==> config.mk <==
export PLATFORM = sky130hd
export DESIGN_NAME = multich_sample_fifo_flat
export DESIGN_NICKNAME = d
export VERILOG_FILES = /design/src/rtl/multich_sample_fifo_pkg.sv /design/src/rtl/multich_sample_fifo_if.sv /design/src/rtl/multich_sample_fifo_ch.sv /design/src/rtl/multich_sample_fifo.sv /design/src/flat_wrapper.sv
export SDC_FILE = /design/constraint.sdc
export NUM_CORES = 1
export LEC_CHECK = 0
export ABC_AREA = 0
export CORE_ASPECT_RATIO = 1.5
export CORE_UTILIZATION = 50
export DETAILED_ROUTE_END_ITERATION = 6
export GPL_TIMING_DRIVEN = 0
export PLACE_DENSITY_LB_ADDON = 0.1
export SLEW_MARGIN = 5
export SYNTH_ARGS = -nofsm -noshare
export SYNTH_HDL_FRONTEND = slang
export SYNTH_SLANG_ARGS = --single-unit
==> constraint.sdc <==
create_clock -name clk -period 3.9 [get_ports clk]
set_clock_uncertainty 0.05 [all_clocks]
set_input_delay 0.78 -clock clk [delete_from_list [all_inputs] [get_ports clk]]
set_output_delay 0.78 -clock clk [all_outputs]
set_load 0.01 [all_outputs]
==> src/rtl/multich_sample_fifo_pkg.sv <==
// -----------------------------------------------------------------------------
// multich_sample_fifo_pkg
// Shared definitions for the multi-channel sample FIFO and the resampler that
// consumes it.
//   SAMPLE_W     : width of one audio sample (two's complement)
//   sample_t     : one sample word
//   SAMPLE_ZERO  : value returned for a pop that finds its channel empty
//   ack_state_e  : per-channel response state (IDLE / ACK)
// -----------------------------------------------------------------------------
package multich_sample_fifo_pkg;

   localparam int SAMPLE_W = 24;

   typedef logic [SAMPLE_W-1:0] sample_t;

   localparam sample_t SAMPLE_ZERO = '0;

   typedef enum logic {
      ST_IDLE = 1'b0,
      ST_ACK  = 1'b1
   } ack_state_e;

endpackage

==> src/rtl/multich_sample_fifo_if.sv <==
// -----------------------------------------------------------------------------
// multich_sample_fifo_if
// Bundles the push side (from the upstream source) and the pop/ack side (to
// the resampler) of the multi-channel sample FIFO.
//   wr_en_i    : per-channel push strobe
//   wr_data_i  : push data, channel c in bits [24c+23:24c]
//   full_o     : per-channel full flag
//   pop_i      : per-channel sample request
//   ack_o      : per-channel one-cycle response pulse
//   data_o     : response data, same slicing as wr_data_i
//   underrun_o : pop served from an empty channel
//   overflow_o : push dropped on a full channel
//   level_o    : per-channel occupancy, (DEPTH_LOG2+1) bits per channel
// master = source/resampler side, slave = the FIFO.
// -----------------------------------------------------------------------------
interface multich_sample_fifo_if
   import multich_sample_fifo_pkg::*;
#(
   parameter int NUM_CH     = 2,
   parameter int DEPTH_LOG2 = 4
) ();

   logic [NUM_CH-1:0]                  wr_en_i;
   logic [SAMPLE_W*NUM_CH-1:0]         wr_data_i;
   logic [NUM_CH-1:0]                  full_o;
   logic [NUM_CH-1:0]                  pop_i;
   logic [NUM_CH-1:0]                  ack_o;
   logic [SAMPLE_W*NUM_CH-1:0]         data_o;
   logic [NUM_CH-1:0]                  underrun_o;
   logic [NUM_CH-1:0]                  overflow_o;
   logic [(DEPTH_LOG2+1)*NUM_CH-1:0]   level_o;

   modport master (
      output wr_en_i, wr_data_i, pop_i,
      input  full_o, ack_o, data_o, underrun_o, overflow_o, level_o
   );

   modport slave (
      input  wr_en_i, wr_data_i, pop_i,
      output full_o, ack_o, data_o, underrun_o, overflow_o, level_o
   );

endinterface

==> src/rtl/multich_sample_fifo_ch.sv <==
// -----------------------------------------------------------------------------
// sample_fifo_ch
// One channel of the sample FIFO: DEPTH-entry circular buffer plus the
// IDLE/ACK response machine that answers each pop one cycle later.
//   clk        : clock, rising edge
//   i_rst      : synchronous active-high reset (global OR per-channel)
//   i_wr_en    : push strobe
//   i_wr_data  : push sample
//   i_pop      : sample request
//   o_full     : level == DEPTH
//   o_ack      : response pulse, cycle after the pop
//   o_data     : response sample, held until the next ack
//   o_underrun : pop found the channel empty
//   o_overflow : push dropped because the channel was full
//   o_level    : occupancy 0..DEPTH
// -----------------------------------------------------------------------------
module sample_fifo_ch
   import multich_sample_fifo_pkg::*;
#(
   parameter int DEPTH      = 16,
   parameter int DEPTH_LOG2 = 4
) (
   input  logic                  clk,
   input  logic                  i_rst,
   input  logic                  i_wr_en,
   input  sample_t               i_wr_data,
   input  logic                  i_pop,
   output logic                  o_full,
   output logic                  o_ack,
   output sample_t               o_data,
   output logic                  o_underrun,
   output logic                  o_overflow,
   output logic [DEPTH_LOG2:0]   o_level
);

   localparam int LW = DEPTH_LOG2 + 1;
   localparam logic [DEPTH_LOG2:0] LP_FULL_LEVEL = LW'(DEPTH);

   sample_t                 r_mem [DEPTH];
   logic [DEPTH_LOG2-1:0]   r_rd_ptr;
   logic [DEPTH_LOG2-1:0]   r_wr_ptr;
   logic [DEPTH_LOG2:0]     r_level;
   ack_state_e              r_state;
   sample_t                 r_data;
   logic                    r_underrun;
   logic                    r_overflow;

   logic                    w_empty;
   logic                    w_full;
   logic                    w_pop_hit;
   logic                    w_push_acc;

   // Empty/full come from the occupancy counter rather than pointer equality,
   // so a full buffer (rd == wr) is never mistaken for an empty one. A push on
   // a full channel is still accepted when a pop frees the head slot in the
   // same cycle; on an empty channel the pop is an underrun and the push is
   // simply stored, with no bypass to the response.
   always_comb begin
      w_empty    = (r_level == '0);
      w_full     = (r_level == LP_FULL_LEVEL);
      w_pop_hit  = i_pop & ~w_empty;
      w_push_acc = i_wr_en & (~w_full | i_pop);
   end

   // Sample storage. Not reset: stale contents are unreachable once the
   // pointers and level are cleared. When full with a simultaneous push and
   // pop, rd and wr point at the same slot; the response register picks up the
   // old head value before this write lands, which is the intended order.
   always_ff @(posedge clk) begin
      if (!i_rst && w_push_acc) begin
         r_mem[r_wr_ptr] <= i_wr_data;
      end
   end

   // Pointers, level and the IDLE/ACK response machine. Every pop moves the
   // machine into ACK for the following cycle; back-to-back pops keep it there
   // so each request still gets its own ack and consumes its own entry. The
   // response data register only changes on a pop, which gives the
   // hold-until-next-ack behaviour for free.
   always_ff @(posedge clk) begin
      if (i_rst) begin
         r_rd_ptr   <= '0;
         r_wr_ptr   <= '0;
         r_level    <= '0;
         r_state    <= ST_IDLE;
         r_data     <= SAMPLE_ZERO;
         r_underrun <= 1'b0;
         r_overflow <= 1'b0;
      end else begin
         case (r_state)
            ST_IDLE: if (i_pop)  r_state <= ST_ACK;
            ST_ACK:  if (!i_pop) r_state <= ST_IDLE;
            default:             r_state <= ST_IDLE;
         endcase

         if (i_pop) begin
            r_data <= w_pop_hit ? r_mem[r_rd_ptr] : SAMPLE_ZERO;
         end

         r_underrun <= i_pop & w_empty;
         r_overflow <= i_wr_en & w_full & ~i_pop;

         if (w_pop_hit) begin
            r_rd_ptr <= r_rd_ptr + DEPTH_LOG2'(1);
         end
         if (w_push_acc) begin
            r_wr_ptr <= r_wr_ptr + DEPTH_LOG2'(1);
         end

         r_level <= r_level + LW'(w_push_acc) - LW'(w_pop_hit);
      end
   end

   // The pulse outputs are masked by the reset itself so that a reset raised
   // during the cycle an ack is due suppresses that ack immediately, rather
   // than one cycle too late.
   always_comb begin
      o_full     = w_full;
      o_ack      = (r_state == ST_ACK) & ~i_rst;
      o_data     = r_data;
      o_underrun = r_underrun & ~i_rst;
      o_overflow = r_overflow & ~i_rst;
      o_level    = r_level;
   end

endmodule

==> src/rtl/multich_sample_fifo.sv <==
// -----------------------------------------------------------------------------
// multich_sample_fifo
// NUM_CH independent sample FIFOs feeding a resampler. Each channel answers a
// pop with a one-cycle ack and the head sample one cycle later, returning zero
// with an underrun pulse when empty, and drops pushes into a full channel with
// an overflow pulse.
//   clk     : clock, rising edge
//   rst     : synchronous active-high global reset
//   rst_ch  : synchronous active-high per-channel reset
//   bus     : slave side of multich_sample_fifo_if (push, pop/ack, status)
// -----------------------------------------------------------------------------
module multich_sample_fifo
   import multich_sample_fifo_pkg::*;
#(
   parameter int NUM_CH      = 2,
   parameter int NUM_CH_LOG2 = 1,
   parameter int DEPTH       = 16,
   parameter int DEPTH_LOG2  = 4
) (
   input  logic                  clk,
   input  logic                  rst,
   input  logic [NUM_CH-1:0]     rst_ch,
   multich_sample_fifo_if.slave  bus
);

   localparam int LW = DEPTH_LOG2 + 1;

   logic [NUM_CH-1:0]          w_ch_rst;
   logic [NUM_CH-1:0]          w_full;
   logic [NUM_CH-1:0]          w_ack;
   logic [NUM_CH-1:0]          w_underrun;
   logic [NUM_CH-1:0]          w_overflow;
   logic [SAMPLE_W*NUM_CH-1:0] w_data;
   logic [LW*NUM_CH-1:0]       w_level;

   // Catch inconsistent log2 parameters at elaboration; the pointers rely on
   // DEPTH being exactly 2**DEPTH_LOG2 so they wrap for free.
   if (((1 << NUM_CH_LOG2) < NUM_CH) || ((1 << DEPTH_LOG2) != DEPTH)) begin : g_param_check
      $error("multich_sample_fifo: inconsistent NUM_CH/DEPTH log2 parameters");
   end

   // A channel is held in reset by either the global or its own reset line.
   always_comb begin
      w_ch_rst = {NUM_CH{rst}} | rst_ch;
   end

   // One self-contained FIFO per channel; channels share nothing but the clock.
   for (genvar g = 0; g < NUM_CH; g++) begin : g_ch
      sample_fifo_ch #(
         .DEPTH      (DEPTH),
         .DEPTH_LOG2 (DEPTH_LOG2)
      ) u_ch (
         .clk        (clk),
         .i_rst      (w_ch_rst[g]),
         .i_wr_en    (bus.wr_en_i[g]),
         .i_wr_data  (bus.wr_data_i[g*SAMPLE_W +: SAMPLE_W]),
         .i_pop      (bus.pop_i[g]),
         .o_full     (w_full[g]),
         .o_ack      (w_ack[g]),
         .o_data     (w_data[g*SAMPLE_W +: SAMPLE_W]),
         .o_underrun (w_underrun[g]),
         .o_overflow (w_overflow[g]),
         .o_level    (w_level[g*LW +: LW])
      );
   end

   // Drive the interface outputs from the collected per-channel results.
   always_comb begin
      bus.full_o     = w_full;
      bus.ack_o      = w_ack;
      bus.data_o     = w_data;
      bus.underrun_o = w_underrun;
      bus.overflow_o = w_overflow;
      bus.level_o    = w_level;
   end

endmodule

==> src/flat_wrapper.sv <==
// flat-port wrapper written by rule: the top's interface ports become plain ports
module multich_sample_fifo_flat import multich_sample_fifo_pkg::*;
#(
   parameter int NUM_CH      = 2,
   parameter int NUM_CH_LOG2 = 1,
   parameter int DEPTH       = 16,
   parameter int DEPTH_LOG2  = 4
)
  (clk, rst, rst_ch, bus_wr_en_i, bus_wr_data_i, bus_pop_i, bus_full_o, bus_ack_o, bus_data_o, bus_underrun_o, bus_overflow_o, bus_level_o);
  multich_sample_fifo_if #(.NUM_CH(NUM_CH), .DEPTH_LOG2(DEPTH_LOG2)) bus_i ();
  input  logic clk;
  input  logic rst;
  input  logic [NUM_CH-1:0] rst_ch;
  input wire logic [$bits(bus_i.wr_en_i)-1:0] bus_wr_en_i;
  input wire logic [$bits(bus_i.wr_data_i)-1:0] bus_wr_data_i;
  input wire logic [$bits(bus_i.pop_i)-1:0] bus_pop_i;
  output wire logic [$bits(bus_i.full_o)-1:0] bus_full_o;
  output wire logic [$bits(bus_i.ack_o)-1:0] bus_ack_o;
  output wire logic [$bits(bus_i.data_o)-1:0] bus_data_o;
  output wire logic [$bits(bus_i.underrun_o)-1:0] bus_underrun_o;
  output wire logic [$bits(bus_i.overflow_o)-1:0] bus_overflow_o;
  output wire logic [$bits(bus_i.level_o)-1:0] bus_level_o;
  assign bus_i.wr_en_i = bus_wr_en_i;
  assign bus_i.wr_data_i = bus_wr_data_i;
  assign bus_i.pop_i = bus_pop_i;
  assign bus_full_o = bus_i.full_o;
  assign bus_ack_o = bus_i.ack_o;
  assign bus_data_o = bus_i.data_o;
  assign bus_underrun_o = bus_i.underrun_o;
  assign bus_overflow_o = bus_i.overflow_o;
  assign bus_level_o = bus_i.level_o;
  multich_sample_fifo #(.NUM_CH(NUM_CH), .NUM_CH_LOG2(NUM_CH_LOG2), .DEPTH(DEPTH), .DEPTH_LOG2(DEPTH_LOG2)) u_core (.clk(clk), .rst(rst), .rst_ch(rst_ch), .bus(bus_i));
endmodule
==> flow_summary_export.csv <==
group,metric,value,unit
critical_path,regToRegSetupSlack,0.52,ns
critical_path,cpPeakStageDelay,0.53,ns
grt,grt_pass1_wl,111,mm
sta,rsz0062_at_grt,"no",
floorplan,fp.dieH,314,um
critical_path,r2r_start,"u_core.g_ch[0].u_ch.o_level[2]",
cells_and_area,layout.nets,1860,
critical_path,path_class,"input pin to primary output",
cells_and_area,layout.cells.non_filler,2720,
sta,hold_viol,0,
detailed_routing,first_pass_iters,5,
grt,grt_overflow,0,
cells_and_area,final_cell_area,38600,um2
critical_path,startpoint,"rst",
detailed_routing,drc,0,
sta,setup_viol,0,
yosys,synthArstFlopShare,0,%
detailed_routing,post_drt_via_cell_ratio,5.81,
cells_and_area,syn_to_final_growth,18.8,%
critical_path,cp.required,3.07,ns
placement,port_buffers,119,
grt,grt_pass1_vias,16700,
critical_path,crit_chain,"clkdlybuf4s50_1 > nor2_1 > clkbuf_1 > and2_1 > buf_4 > clkdlybuf4s50_1",
placement,dp_cells,2568,
floorplan,core-area,64300,um2
sta,slew_headroom,22.9,%
clock_tree,post_cts_buffers,0,
sta,post-route-min-period,3.52,ns
floorplan,fp.dieW,210,um
clock_tree,root_buffer,"clkbuf_16",
floorplan,start_util,50.5,%
detailed_routing,drt_wl_total,77.1,mm
detailed_routing,post_drt_wl_per_cell,28.3,um
sta,period_share,90.2,%
yosys,syn_nets,1611,
yosys,synth_edf_count,768,
detailed_routing,first_iter_violations,1090,
yosys,avgSynthCellArea,21.2,um2
detailed_routing,vias,15800,
power_and_ir_drop,p_per_area,535,nW/um2
placement,place_area,35800,um2
run,max_cap_viol_count,0,
clock_tree,cts.clk_slew.worst_paths,0.06,ns
sta,drv_slew,0,
yosys,syn_area,32500,um2
power_and_ir_drop,total_power,20.7,mW
sta,fmax,284,MHz
cells_and_area,fillCellCount,4636,
yosys,yosysSeqAreaShare,76.4,%
placement,routabilityCongestion,0.763,
clock_tree,h-tree-depth,3,
critical_path,arrival,2.69,ns
yosys,synth.distinct_cells,39,
clock_tree,clock_latency,0.63,ns
clock_tree,cts_buffer_depth,3,
power_and_ir_drop,p_leak,12.0,nW
power_and_ir_drop,peakVddDrop,478,uV
floorplan,row_count,114,
yosys,yosysWarnings,0,
grt,track_usage,24.0,%
critical_path,reg2reg_depth,14,
critical_path,r2r-end,"u_core.g_ch[0].u_ch.o_level[4]",
hold_path,hold_path_class,"input pin to flip-flop",
run_status,status,"complete, no violations",
critical_path,crit_path_top_delay_cell,"clkdlybuf4s50_1",
floorplan,pin_count,122,
grt,antenna_found_initial,5,
critical_path,cp-start-kind,"input pin",
clock_tree,cts_buffers,80,
critical_path,critPathCaptureType,"primary output",
hold_path,min_path_cells,2,
clock_tree,hold_buffers,0,
yosys,syn_inst,1531,
clock_tree,ctsResizeCount,0,
critical_path,cpMostUsedCell,"clkdlybuf4s50_1",
sta,tightestPinTransition,1.16,ns
clock_tree,cts_tree,"done",
placement,hpwl,50.6,mm
grt,grt_max_degree,23,
detailed_routing,antenna_left,0,
floorplan,die-area,66100,um2
critical_path,critPathCapture,"bus_ack_o[1]",
clock_tree,clock-sinks,856,
critical_path,path_max_fanout,10,
yosys,ys_ff_latch,856,
cells_and_area,drive_gt1_share,25.1,%
yosys,synth_ff_type,"edfxtp_1",
-- stage by stage --
step | hold slack [ns] | util, % | setup TNS [ns] | setup slack, ns
finish | 0.411 | 60.1 | 0 | 0.381
floorplan | 0.413 | - | 0 | 0.368
global route | 0.425 | 60.1 | 0 | 0.226
global placement | 0.394 | 54.1 | -1197.73 | -3.26
CTS | 0.375 | 60.0 | 0 | 0.347
detailed placement | 0.401 | 55.7 | -1.31 | -0.0894
-- cell type report --
cell class	instances	area, um2	area share [%]
antenna	3	7.51	0.0194
clock buffer	112	2330	6.02
buffer	91	533	1.38
multi-input combinational	562	7290	18.9
clock inverter	37	478	1.24
sequential	856	24800	64.3
inverter	22	82.6	0.214
timing repair buffer	167	2000	5.18
tap	870	1090	2.82
-- cells in the final DEF, fill, tap and decap left out, types with 3 or more instances in the layout --
cell type and n:
clkbuf_16 84, clkinvlp_4 5, clkbuf_8 12, inv_1 22, or3_1 3, nor2_4 24
buf_12 9, o211ai_1 4, and3_1 4, o221ai_1 48, buf_6 21, clkinv_1 8
clkbuf_1 46, nand2_1 58, nand2b_1 5, xnor2_1 6, xor2_1 10, mux4_2 192
clkdlybuf4s50_1 119, buf_4 29, nor3_2 8, a21oi_1 9, and2_1 11, nand3_1 16
diode_2 3, bufinv_16 11, buf_2 33, ha_1 22, buf_16 15, edfxtp_1 768
nor2_1 22, dfxtp_1 88, mux2i_1 96, clkinv_2 11
-- flip-flops by register name (all words and copies together) (netlist names), named ones only --
| signal | cells |
|---|---|
| u_core.g_ch.u_ch.r_mem | 768 |
| u_core.g_ch.u_ch.o_data | 48 |
| u_core.g_ch.u_ch.o_level | 10 |
| u_core.g_ch.u_ch.r_rd_ptr | 8 |
| u_core.g_ch.u_ch.r_wr_ptr | 8 |
| u_core.g_ch.u_ch.r_overflow | 2 |
| u_core.g_ch.u_ch.r_state | 2 |
| u_core.g_ch.u_ch.r_underrun | 2 |
-- power breakdown --
group          internal [mW]  switching, mW  leakage, nW  total [mW]
Combinational           1.09           1.10         3.03        2.18
Clock                   4.91           3.35         1.36        8.26
Sequential              10.1         0.0997         7.62        10.2
Total                   16.1           4.54         12.0        20.7
-- synthesized netlist by cell type (2+ instances only) --
library cell / count / area (um2)
buf_6: 13 / 146
dfxtp_1: 88 / 1760
fa_1: 2 / 40.0
and2_1: 11 / 68.8
buf_2: 33 / 165
mux2i_1: 96 / 961
nand2_4: 2 / 22.5
buf_4: 14 / 105
edfxtp_1: 768 / 23100
nor2_1: 46 / 173
nand2b_1: 5 / 31.3
o21ai_0: 2 / 10.0
xnor2_1: 6 / 52.6
ha_1: 22 / 275
nand2_1: 58 / 218
and3_1: 4 / 25.0
or4b_1: 2 / 20.0
a21o_1: 2 / 15.0
xor2_1: 10 / 87.6
o221ai_1: 48 / 420
nor2b_1: 2 / 12.5
mux4_2: 192 / 4320
or2_2: 2 / 12.5
nand4_1: 2 / 12.5
clkbuf_1: 30 / 113
nand3_1: 16 / 80.1
a21oi_1: 9 / 45.0
o211ai_1: 4 / 30.0
nor3_1: 9 / 45.0
or3_1: 3 / 18.8
inv_1: 22 / 82.6
-- layer usage --
| metal | share of wire (%) | global-route usage, % | up-vias | wire (um) |
|---|---|---|---|---|
| li1 | - | - | 6795 | - |
| met1 | 36 | 27.1 | 8423 | 28000 |
| met2 | 56 | 44.8 | 447 | 43000 |
| met3 | 4.1 | 3.31 | 145 | 3180 |
| met4 | 3.7 | 10.4 | 4 | 2870 |
| met5 | 0.025 | 0 | - | 19 |
-- kinds of logic (layout without fill, tap and decap cells) --
family	after synthesis	count (layout)	share of synthesized area, %
AO/OA/AOI/OAI	67	67	1.67
XOR/XNOR	16	16	0.431
adder cells (fa/ha/maj)	24	24	0.970
buffers and inverters	113	429	1.89
flip-flops	856	856	76.4
multiplexers	288	288	16.3
other	0	3	0
AND/OR/NAND/NOR	167	167	2.42
-- worst max-delay path, delay by kind of cell --
family	cells	cell delay (ns)
AND/OR/NAND/NOR	2	0.45
buffers and inverters	4	1.46
-- worst min path at each step --
stage                                    startpoint                             end  slack (ns)
floorplan           u_core.g_ch[1].u_ch.r_rd_ptr[1]                       flip-flop        0.41
global route                           bus_pop_i[0]     u_core.g_ch[0].u_ch.r_state        0.43
finish                                 bus_pop_i[0]     u_core.g_ch[0].u_ch.r_state        0.41
detailed placement   u_core.g_ch[1].u_ch.o_data[16]  u_core.g_ch[1].u_ch.o_data[16]        0.40
CTS                                    bus_pop_i[0]     u_core.g_ch[0].u_ch.r_state        0.38
global placement     u_core.g_ch[0].u_ch.o_data[14]  u_core.g_ch[0].u_ch.o_data[14]        0.39
No activity file was read; power rests on OpenSTA's default activity.
